===== config.mk =====
export PLATFORM = sky130hd
export DESIGN_NAME = credit_game_ctrl
export DESIGN_NICKNAME = d
export VERILOG_FILES = /design/src/rtl/credit_game_ctrl.sv
export SDC_FILE = /design/constraint.sdc
export NUM_CORES = 1
export LEC_CHECK = 0
export CORE_UTILIZATION = 55
export DETAILED_ROUTE_END_ITERATION = 10
export HOLD_SLACK_MARGIN = 0.12
export PLACE_DENSITY = 0.8
export SLEW_MARGIN = 20
export SYNTH_ARGS = -nofsm -noshare
export SYNTH_HDL_FRONTEND = slang
export SYNTH_SLANG_ARGS = --single-unit

===== constraint.sdc =====
create_clock -name CLK_DRV -period 8.76 [get_ports CLK_DRV]
set_input_delay 1.752 -clock CLK_DRV [delete_from_list [all_inputs] [get_ports CLK_DRV]]
set_output_delay 1.752 -clock CLK_DRV [all_outputs]
set_load 0.01 [all_outputs]

===== src/rtl/credit_game_ctrl.sv =====
// Coin/credit/start/attract controller for 1..4-player arcade cores.
// Latency: COIN_N low first sampled at edge t -> CREDITS updates at edge t+3; START_GAME pulses the cycle after the accepted tick.
// Backpressure: none; coins are dropped while credits are saturated, and COIN_LOCKOUT is raised then.
// Optional feature: define FREE_PLAY_EN to add the FREE_PLAY input (starts accepted without credits).
module credit_game_ctrl #(
  parameter int NUM_PLAYERS      = 2,
  parameter int CREDIT_W         = 4,
  parameter int MAX_CREDITS      = 9,
  parameter int COINS_PER_CREDIT = 1
) (
  input  logic                   CLK_DRV,
  input  logic                   RESET,
  input  logic [1:0]             COIN_N,
  input  logic [NUM_PLAYERS-1:0] START_N,
  input  logic                   FRAME_TICK,
  input  logic                   EGL,
`ifdef FREE_PLAY_EN
  input  logic                   FREE_PLAY,
`endif
  output logic [CREDIT_W-1:0]    CREDITS,
  output logic [NUM_PLAYERS-1:0] CREDIT_OK,
  output logic                   COIN_LOCKOUT,
  output logic                   START_GAME,
  output logic [1:0]             PLAYERS,
  output logic                   ATTRACT,
  output logic                   ATTRACT_N
);

  // One extra bit so that "credits - cost + gain" can exceed MAX before clamping.
  localparam int                 CW1     = CREDIT_W + 1;
  localparam logic [CW1-1:0]     MAX_EXT = CW1'(MAX_CREDITS);
  localparam logic [4:0]         CPC1    = 5'(COINS_PER_CREDIT);
  localparam logic [4:0]         CPC2    = 5'(2 * COINS_PER_CREDIT);

  typedef enum logic [1:0] {
    S_ATTRACT = 2'd0,
    S_PLAY    = 2'd1,
    S_OVER    = 2'd2
  } state_t;

  state_t                 state_q;
  state_t                 state_d;

  logic [1:0]             coin_s1;
  logic [1:0]             coin_s2;
  logic [1:0]             coin_prev;
  logic [1:0]             coin_fall;
  logic [1:0]             coin_cnt_q;
  logic [NUM_PLAYERS-1:0] start_s1;
  logic [NUM_PLAYERS-1:0] start_s2;

  logic [3:0]             acc_q;
  logic [3:0]             acc_d;
  logic [4:0]             acc_sum;
  logic [CW1-1:0]         gain;
  logic [CW1-1:0]         cost;
  logic [CW1-1:0]         credits_sum;
  logic [CREDIT_W-1:0]    credits_q;
  logic [CREDIT_W-1:0]    credits_d;

  logic                   free_play;
  logic                   saturated;
  logic [NUM_PLAYERS-1:0] credit_ok;
  logic                   cand_vld;
  logic [1:0]             cand_idx;
  logic                   start_now;

  logic [1:0]             players_q;
  logic                   start_game_q;
  logic                   attract_q;
  logic                   attract_n_q;

`ifdef FREE_PLAY_EN
  assign free_play = FREE_PLAY;
`else
  assign free_play = 1'b0;
`endif

  // Two-flop synchronisers for the asynchronous cabinet switches, plus a delayed copy of the coin lines for edge detection.
  always_ff @(posedge CLK_DRV) begin
    if (RESET) begin
      coin_s1   <= '1;
      coin_s2   <= '1;
      coin_prev <= '1;
      start_s1  <= '1;
      start_s2  <= '1;
    end else begin
      coin_s1   <= COIN_N;
      coin_s2   <= coin_s1;
      coin_prev <= coin_s2;
      start_s1  <= START_N;
      start_s2  <= start_s1;
    end
  end

  // A coin is a high-to-low transition of a synchronised coin line.
  assign coin_fall = coin_prev & ~coin_s2;

  // Register the per-cycle coin count (0..2) so credits land exactly three edges after the first low sample.
  always_ff @(posedge CLK_DRV) begin
    if (RESET) begin
      coin_cnt_q <= '0;
    end else begin
      coin_cnt_q <= {1'b0, coin_fall[0]} + {1'b0, coin_fall[1]};
    end
  end

  assign saturated = (credits_q == CREDIT_W'(MAX_CREDITS));

  // Affordability per start button; in free play every button is affordable.
  always_comb begin
    credit_ok = '0;
    for (int k = 0; k < NUM_PLAYERS; k++) begin
      credit_ok[k] = free_play || (int'(credits_q) >= (k + 1));
    end
  end

  // Game state machine: pick the largest affordable pressed start on a frame tick, run the game until EGL, then a one-cycle OVER.
  always_comb begin
    state_d   = state_q;
    cand_vld  = 1'b0;
    cand_idx  = '0;
    start_now = 1'b0;
    cost      = '0;
    // Later iterations overwrite earlier ones, so the highest qualifying index wins.
    for (int k = 0; k < NUM_PLAYERS; k++) begin
      if (!start_s2[k] && credit_ok[k]) begin
        cand_vld = 1'b1;
        cand_idx = 2'(k);
      end
    end
    case (state_q)
      S_ATTRACT: begin
        if (FRAME_TICK && cand_vld) begin
          start_now = 1'b1;
          state_d   = S_PLAY;
          if (!free_play) begin
            cost = CW1'(cand_idx) + CW1'(1);
          end
        end
      end
      S_PLAY: begin
        if (EGL) begin
          state_d = S_OVER;
        end
      end
      S_OVER: begin
        state_d = S_ATTRACT;
      end
      default: begin
        state_d = S_ATTRACT;
      end
    endcase
  end

  // Coin accumulation and credit arithmetic: deduction and coin gain combine in one step, then clamp at MAX_CREDITS.
  always_comb begin
    acc_sum = {1'b0, acc_q} + {3'b000, coin_cnt_q};
    gain    = '0;
    acc_d   = acc_q;
    if (saturated) begin
      // Coins arriving at a full credit register are swallowed and the partial count is forgotten.
      acc_d = '0;
    end else if (acc_sum >= CPC2) begin
      gain  = CW1'(2);
      acc_d = 4'(acc_sum - CPC2);
    end else if (acc_sum >= CPC1) begin
      gain  = CW1'(1);
      acc_d = 4'(acc_sum - CPC1);
    end else begin
      acc_d = acc_sum[3:0];
    end
    // cost never exceeds credits_q, so the subtraction cannot wrap.
    credits_sum = {1'b0, credits_q} - cost + gain;
    if (credits_sum > MAX_EXT) begin
      credits_d = CREDIT_W'(MAX_CREDITS);
    end else begin
      credits_d = credits_sum[CREDIT_W-1:0];
    end
  end

  // State, credit and game-status registers.
  always_ff @(posedge CLK_DRV) begin
    if (RESET) begin
      state_q      <= S_ATTRACT;
      credits_q    <= '0;
      acc_q        <= '0;
      players_q    <= '0;
      start_game_q <= 1'b0;
      attract_q    <= 1'b1;
      attract_n_q  <= 1'b0;
    end else begin
      state_q      <= state_d;
      credits_q    <= credits_d;
      acc_q        <= acc_d;
      start_game_q <= start_now;
      // Loaded from the next state so ATTRACT tracks the state register without a cycle of lag.
      attract_q    <= (state_d == S_ATTRACT);
      attract_n_q  <= (state_d != S_ATTRACT);
      // PLAYERS holds the last game's count until the next start.
      if (start_now) begin
        players_q <= cand_idx;
      end
    end
  end

  assign CREDITS      = credits_q;
  assign CREDIT_OK    = credit_ok;
  assign COIN_LOCKOUT = saturated;
  assign START_GAME   = start_game_q;
  assign PLAYERS      = players_q;
  assign ATTRACT      = attract_q;
  assign ATTRACT_N    = attract_n_q;

endmodule


==> results of run 1 <==
-- sequential cells by signal, indices dropped and copies added, names as in the netlist, 2 cells and up --
register    flops
acc_q           4
state_q         2
coin_s2         2
start_s1        2
coin_s1         2
coin_prev       2
start_s2        2
CREDITS         4
coin_cnt_q      2
-- where the power goes --
group	switching [mW]	internal, mW	leakage [nW]
clock network	0.0360	0.0462	0.0279
logic	0.185	0.176	0.518
registers	0.0192	0.136	0.214
total	0.240	0.358	0.760
-- per-layer routing --
| metal | GRT usage | wire (um) | vias up |
|---|---|---|---|
| li1 | - | - | 576 |
| met1 | 0.235 | 1180 | 548 |
| met2 | 0.392 | 1390 | 32 |
| met3 | 0.0333 | 108 | 4 |
| met4 | 0.0598 | 18 | 0 |
| met5 | 0 | 0 | - |
-- worst paths after layout --
path	start	end
setup / recovery	FRAME_TICK	CREDITS[1]$_SDFF_PP0_
hold / removal	coin_s1[1]$_SDFF_PP1_	coin_s2[1]$_SDFF_PP1_
hold reg to reg	coin_s1[1]$_SDFF_PP1_	coin_s2[1]$_SDFF_PP1_
setup reg to reg	acc_q[0]$_SDFF_PP0_	CREDITS[1]$_SDFF_PP0_
-- cell type report --
cell class / count / area (um^2) / area share
sequential: 26 / 520 / 0.299
clock buffer: 3 / 22.5 / 0.0130
tap: 30 / 37.5 / 0.0216
multi-input combinational: 110 / 887 / 0.510
timing repair buffer: 18 / 180 / 0.104
clock inverter: 1 / 30.0 / 0.0173
inverter: 16 / 60.1 / 0.0346
-- cells by family after synthesis --
family / after synthesis
flip-flops: 26
multiplexers: 1
AO/OA/AOI/OAI: 33
adder cells (fa/ha/maj): 18
buffers and inverters: 22
XOR/XNOR: 3
other: 1
AND/OR/NAND/NOR: 54
-- Yosys cell counts (all sizes together), types with 2 or more instances --
cell / count / share of area
nand3: 4 / 0.020
or2: 11 / 0.046
and4: 2 / 0.012
nand2b: 4 / 0.017
buf: 3 / 0.020
nor3: 2 / 0.0066
nand3b: 2 / 0.0099
dfxtp: 26 / 0.34
o211ai: 2 / 0.0099
clkbuf: 3 / 0.0075
a21o: 4 / 0.020
a31oi: 2 / 0.0083
nor3b: 2 / 0.0099
nor2b: 5 / 0.021
fa: 3 / 0.040
ha: 15 / 0.12
inv: 16 / 0.040
and2: 2 / 0.0091
a21oi: 4 / 0.013
xor2: 2 / 0.012
o311a: 2 / 0.014
o21ai: 5 / 0.017
or3b: 2 / 0.013
nand2: 6 / 0.015
nor2: 7 / 0.019
-- metrics by stage --
stage / setup slack (ns) / cell area [um^2]
after CTS: 4.55 / 1740
after floorplan: 4.89 / 1510
after global routing: 4.39 / 1740
after detailed placement: 4.21 / 1690
final: 4.55 / 1740
after global placement: 4.30 / 1690
==> impl_metrics.json, run 1 <==
{
  "timing.setup.tns_ns": 0,
  "category_of_the_worst_setup_path_launch_point": "input pin",
  "clock_latency_ns": 0.32,
  "grt.total_usage": 0.207,
  "critical-path-slowest-cell": "sky130_fd_sc_hd__clkdlybuf4s50_1",
  "cts-resized-gates": 0,
  "die-height_um": 54.4,
  "clk_path_buf_depth": 2,
  "synthMuxAreaShare": 0.00663,
  "synth_area_per_cell_um2": 9.55,
  "ir_drop_v": 0.000305,
  "min_path_type": "register to register",
  "finalWeightedCongestion": 0.792,
  "total_leakage_power_nw": 0.760,
  "worst_slew_margin_rel": 0.522,
  "power_density_mw_per_mm2": 344,
  "fmaxAchievable_ghz": 0.238,
  "tritoncts.num_buffers": 3,
  "cts-htree-levels": 1,
  "postRouteWirelength_um": 2700,
  "crit_fanout": 4,
  "start_util": 0.593,
  "crit_path_class": "input pin to register",
  "required_ns": 9.00,
  "tightestPinTransition_ns": 0.715,
  "floorplan.io_pins": 20,
  "final-max-slew-violation-count": 0,
  "area_of_the_die_mm2": 0.00296,
  "synth_fp_nets": 184,
  "tritoncts": "built",
  "cts.clk_slew.worst_paths_ns": 0.15,
  "whs_path_depth": 1,
  "first_pass_iters": 4,
  "synth-adder-area-share": 0.164,
  "worstRegToRegCells": 18,
  "post-route-util": 0.683,
  "crit_path_largest_cell_delay_ns": 0.45,
  "grt_pass1_wl_um": 4430,
  "die_width_um": 54.4,
  "global_route.overflow_total": 0,
  "number_of_antenna_violating_nets_in_the_routed_design": 0,
  "setup.worst_path.end_class": "register",
  "postSynthCellCount": 158,
  "netlist-cell-type-count": 55,
  "antenna_cells": 0,
  "ctsRootBufferMaster": "sky130_fd_sc_hd__clkbuf_4",
  "hold_viol_final": 0,
  "rows": 18,
  "fp.coreArea_mm2": 0.00254,
  "fin_worst_skew_ns": 0.0143,
  "seq_total_area_yosys": 0.345,
  "vias": 1160,
  "timing.critical_path.buf_inv": 3,
  "detail_route.vias_per_cell": 5.69,
  "holdBufCountCts": 0,
  "combinational_family_with_the_most_area_after_synthesis": "simple AND/OR/NAND/NOR gates",
  "final.fill_count": 213,
  "setup_viol": 0,
  "number_of_clock_sinks_seen_by_cts": 26,
  "totalPowerFinal_mw": 0.598,
  "ys_dominant_reg_cell": "sky130_fd_sc_hd__dfxtp_1",
  "place_hpwl_um": 2080,
  "synth_enable_flop_cells": 0,
  "final_common_cell": "sky130_fd_sc_hd__dfxtp_1",
  "design.final.nets": 201,
  "grt_setup_unrepaired": "no",
  "first_global_vias": 1050,
  "synth_compound_area_frac": 0.173,
  "postSynthRegisterBits": 26,
  "asyncSetResetFlopFracSynth": 0,
  "maxcap_violations": 0,
  "drt-wirelength-per-cell_um": 13.2,
  "yosys.area_share.simple": 0.224,
  "finalCritPeriodShare": 0.480,
  "filler_free_cell_count_of_the_finished_design": 204,
  "fin_crit_ns": 4.21,
  "status": "completed",
  "synth_warnings": 0,
  "cp_num_cells": 13,
  "syn_area_mm2": 0.00151,
  "post-cts-setup-buffers": 0,
  "area_growth_pct": 15.2,
  "arrival_ns": 4.45,
  "dp_cells": 200,
  "synthXorXnorAreaFrac": 0.0174,
  "final_layout_size_suffix_gt1_frac": 0.149,
  "final.hold.worst_slack_ns": 0.424,
  "crit_path_cell_trace": "clkdlybuf4s50_1 -> nor3b_1 -> o21ai_1 -> nor3_1 -> ha_1 -> inv_1 -> ha_1 -> inv_1 -> fa_1 -> nand2b_1 -> a21oi_1 -> o21ai_0 -> and4_1",
  "cp_top_family": "adder cells",
  "grt_max_degree": 24,
  "port_buffers": 18,
  "grt_antenna_before_repair": 0,
  "mostFrequentLayoutCells": "26 x sky130_fd_sc_hd__dfxtp_1, 18 x sky130_fd_sc_hd__clkdlybuf4s50_1, 16 x sky130_fd_sc_hd__inv_1, 15 x sky130_fd_sc_hd__ha_1, 10 x sky130_fd_sc_hd__or2_2",
  "drcViolationCount": 0,
  "drt_iter0_drc": 11,
  "r2r_setup_slack_ns": 4.64
}
Note: power is estimated with default switching activity, not from simulation.
==> run 2: changes to the inputs <==
--- a/config.mk
+++ b/config.mk
@@ -5,10 +5,10 @@
 export SDC_FILE = /design/constraint.sdc
 export NUM_CORES = 1
 export LEC_CHECK = 0
-export CORE_UTILIZATION = 55
+export CORE_UTILIZATION = 49
 export DETAILED_ROUTE_END_ITERATION = 10
 export HOLD_SLACK_MARGIN = 0.12
-export PLACE_DENSITY = 0.8
+export PLACE_DENSITY = 0.75
 export SLEW_MARGIN = 20
 export SYNTH_ARGS = -nofsm -noshare
 export SYNTH_HDL_FRONTEND = slang
==> constraint.sdc (replaced) <==
create_clock -name CLK_DRV -period 3.7 [get_ports CLK_DRV]
set_input_delay 0.74 -clock CLK_DRV [delete_from_list [all_inputs] [get_ports CLK_DRV]]
set_output_delay 0.74 -clock CLK_DRV [all_outputs]
set_load 0.01 [all_outputs]
==> run 2 against run 1 <==
Total power grew to 2.9 times the previous value. Clock skew shrank 0.0014 ns. Register-to-register slack lost 4.6 ns. Non-clock buffer count grew 11. Clock power grew 140%. Worst hold slack gained 0.0050 ns. Via count grew 3.6%. Sequential power grew 140%. First-iteration DRC count grew to 3.7 times the previous value. Largest cell class unchanged.
==> impl_metrics.json, run 2 (same netlist as run 1, synthesis figures left out) <==
{
  "clock_latency_ns": 0.33,
  "worstRegToRegCells": 17,
  "category_of_the_worst_setup_path_launch_point": "register",
  "tritoncts.num_buffers": 3,
  "power_density_mw_per_mm2": 885,
  "ctsRootBufferMaster": "sky130_fd_sc_hd__clkbuf_4",
  "fin_worst_skew_ns": 0.0129,
  "grt.total_usage": 0.189,
  "maxcap_violations": 0,
  "r2r_setup_slack_ns": 0.02,
  "rows": 19,
  "tightestPinTransition_ns": 0.695,
  "dp_cells": 208,
  "fmaxAchievable_ghz": 0.272,
  "number_of_antenna_violating_nets_in_the_routed_design": 0,
  "grt_pass1_wl_um": 4890,
  "reg2reg_to": "CREDITS[0]$_SDFF_PP0_",
  "finalWeightedCongestion": 0.842,
  "grt_antenna_before_repair": 0,
  "arrival_ns": 3.93,
  "grt_max_degree": 24,
  "internal_power_summed_over_all_cells_mw": 1.03,
  "cp-startpoint": "acc_q[0]$_SDFF_PP0_",
  "design.final.nets": 212,
  "clk_path_buf_depth": 2,
  "detail_route.vias_per_cell": 5.56,
  "min_path_type": "register to register",
  "worstReg2RegStart": "acc_q[0]$_SDFF_PP0_",
  "start_util": 0.533,
  "worst_slew_margin_rel": 0.535,
  "hold_viol_final": 0,
  "cts.clk_slew.worst_paths_ns": 0.16,
  "total_leakage_power_nw": 0.830,
  "cts-htree-levels": 1,
  "drcViolationCount": 0,
  "final_layout_size_suffix_gt1_frac": 0.297,
  "port_buffers": 18,
  "grt_setup_unrepaired": "yes",
  "place_hpwl_um": 2220,
  "fin_crit_ns": 3.68,
  "drt_iter0_drc": 41,
  "final.fill_count": 218,
  "whs_path_depth": 1,
  "min_delay_worst_endpoint": "coin_s2[1]$_SDFF_PP1_",
  "area_of_the_die_mm2": 0.00331,
  "crit_path_class": "register to register",
  "die-height_um": 57.5,
  "net-switching-power_mw": 0.693,
  "area_growth_pct": 28.9,
  "tritoncts": "built",
  "setup.worst_path.end_class": "register",
  "drt-wirelength-per-cell_um": 14.5,
  "ir_drop_v": 0.000737,
  "comb_power_share": 0.669,
  "fin_ws_ns": 0.0206,
  "die_width_um": 57.5,
  "first_global_vias": 1171,
  "floorplan.io_pins": 20,
  "power.share.sequential": 0.216,
  "final-max-slew-violation-count": 0,
  "final_common_cell": "sky130_fd_sc_hd__dfxtp_1",
  "sw_frac_of_total": 0.403,
  "mostFrequentLayoutCells": "24 x sky130_fd_sc_hd__dfxtp_1, 18 x sky130_fd_sc_hd__clkdlybuf4s50_1, 14 x sky130_fd_sc_hd__inv_1",
  "global_route.overflow_total": 0,
  "status": "completed",
  "antenna_cells": 0,
  "hp-start": "coin_s1[1]$_SDFF_PP1_",
  "first_pass_iters": 4,
  "fp.coreArea_mm2": 0.00283,
  "finalCritPeriodShare": 0.994,
  "p_clk_frac": 0.115,
  "postRouteWirelength_um": 3130,
  "dp_slack_ns": -0.0977,
  "setup_viol": 0,
  "crit_fanout": 3,
  "filler_free_cell_count_of_the_finished_design": 216,
  "vias": 1202,
  "number_of_clock_sinks_seen_by_cts": 26,
  "holdBufCountCts": 0,
  "required_ns": 3.95
}
[run 2: changes by cell type in the layout (fill, tap and decap cells not counted), moves of 2 or more]
cell                      previous run  this run
sky130_fd_sc_hd__a21oi_1             4         2
sky130_fd_sc_hd__ha_4                0         4
sky130_fd_sc_hd__fa_1                3         1
sky130_fd_sc_hd__ha_1               15        10
sky130_fd_sc_hd__inv_1              16        14
sky130_fd_sc_hd__dfxtp_1            26        24
sky130_fd_sc_hd__dfxtp_2             0         2
sky130_fd_sc_hd__buf_4               0        10
sky130_fd_sc_hd__fa_2                0         2
[run 2: power groups by stage]
stage	Sequential (mW)	Clock, mW	Combinational, mW
after floorplan	0.363	0	0.659
after detailed placement	0.374	0	0.913
after global routing	0.379	0.211	1.26
after global placement	0.372	0	0.871
final	0.372	0.198	1.15
after CTS	0.368	0.204	0.957
[run 2: repair_timing]
item                                    4_1_cts  5_1_grt
endpoints found under the setup margin        4        4
buffers inserted                              3        1
resized for setup                             8       17
pin swaps                                     5        5
[run 2: worst max-delay path, cell delays in order, from the launching register on]
cell                      delay, ns
sky130_fd_sc_hd__dfxtp_2       0.36
sky130_fd_sc_hd__ha_4          0.16
sky130_fd_sc_hd__fa_2          0.49
sky130_fd_sc_hd__inv_4         0.11
sky130_fd_sc_hd__ha_4          0.13
sky130_fd_sc_hd__or3b_4        0.38
sky130_fd_sc_hd__nand3_2       0.08
sky130_fd_sc_hd__nand3_2       0.08
sky130_fd_sc_hd__or2_1         0.22
sky130_fd_sc_hd__ha_1          0.28
sky130_fd_sc_hd__inv_1         0.07
sky130_fd_sc_hd__ha_2          0.19
sky130_fd_sc_hd__inv_2         0.04
sky130_fd_sc_hd__fa_2          0.34
sky130_fd_sc_hd__buf_4         0.15
sky130_fd_sc_hd__xor2_2        0.18
sky130_fd_sc_hd__a21o_1        0.20
sky130_fd_sc_hd__o32ai_1       0.12
[run 2: through the flow]
stage / TNS, ns / hold slack (ns) / util / total power [mW] / cell area [um^2]
floorplan: 0 / 0.389 / - / 1.02 / 1510
global route: -0.340 / 0.447 / 0.687 / 1.85 / 1940
detailed placement: -0.255 / 0.399 / 0.616 / 1.29 / 1740
global placement: 0 / 0.391 / 0.616 / 1.24 / 1740
CTS: 0 / 0.437 / 0.648 / 1.53 / 1830
finish: 0 / 0.429 / 0.687 / 1.72 / 1940
[run 2: per-layer routing]
metal / share of wire / vias to the layer above / global-route usage
met5: 0 / - / 0
met4: 0.023 / 0 / 0.0732
met3: 0.034 / 10 / 0.0295
met2: 0.54 / 34 / 0.359
met1: 0.40 / 568 / 0.208
li1: - / 590 / -
[run 2: how the worst max path moves through the flow]
| stage | end | slack, ns |
|---|---|---|
| after floorplan | CREDITS[2]$_SDFF_PP0_ | 0.01 |
| after global placement | CREDITS[1]$_SDFF_PP0_ | 0.04 |
| after detailed placement | CREDITS[1]$_SDFF_PP0_ | -0.1 |
| after CTS | CREDITS[1]$_SDFF_PP0_ | 0.03 |
| after global routing | CREDITS[0]$_SDFF_PP0_ | -0.09 |
| final | CREDITS[0]$_SDFF_PP0_ | 0.02 |
[run 2: cell type report]
| class | instances | area [um^2] | area share |
|---|---|---|---|
| clock inverters | 1 | 30.0 | 0.0154 |
| multi-input cells | 110 | 1000 | 0.515 |
| well taps | 31 | 38.8 | 0.0199 |
| inverters | 16 | 62.6 | 0.0322 |
| clock buffers | 3 | 22.5 | 0.0116 |
| flip-flops and latches | 26 | 523 | 0.269 |
| repair buffers | 29 | 267 | 0.137 |
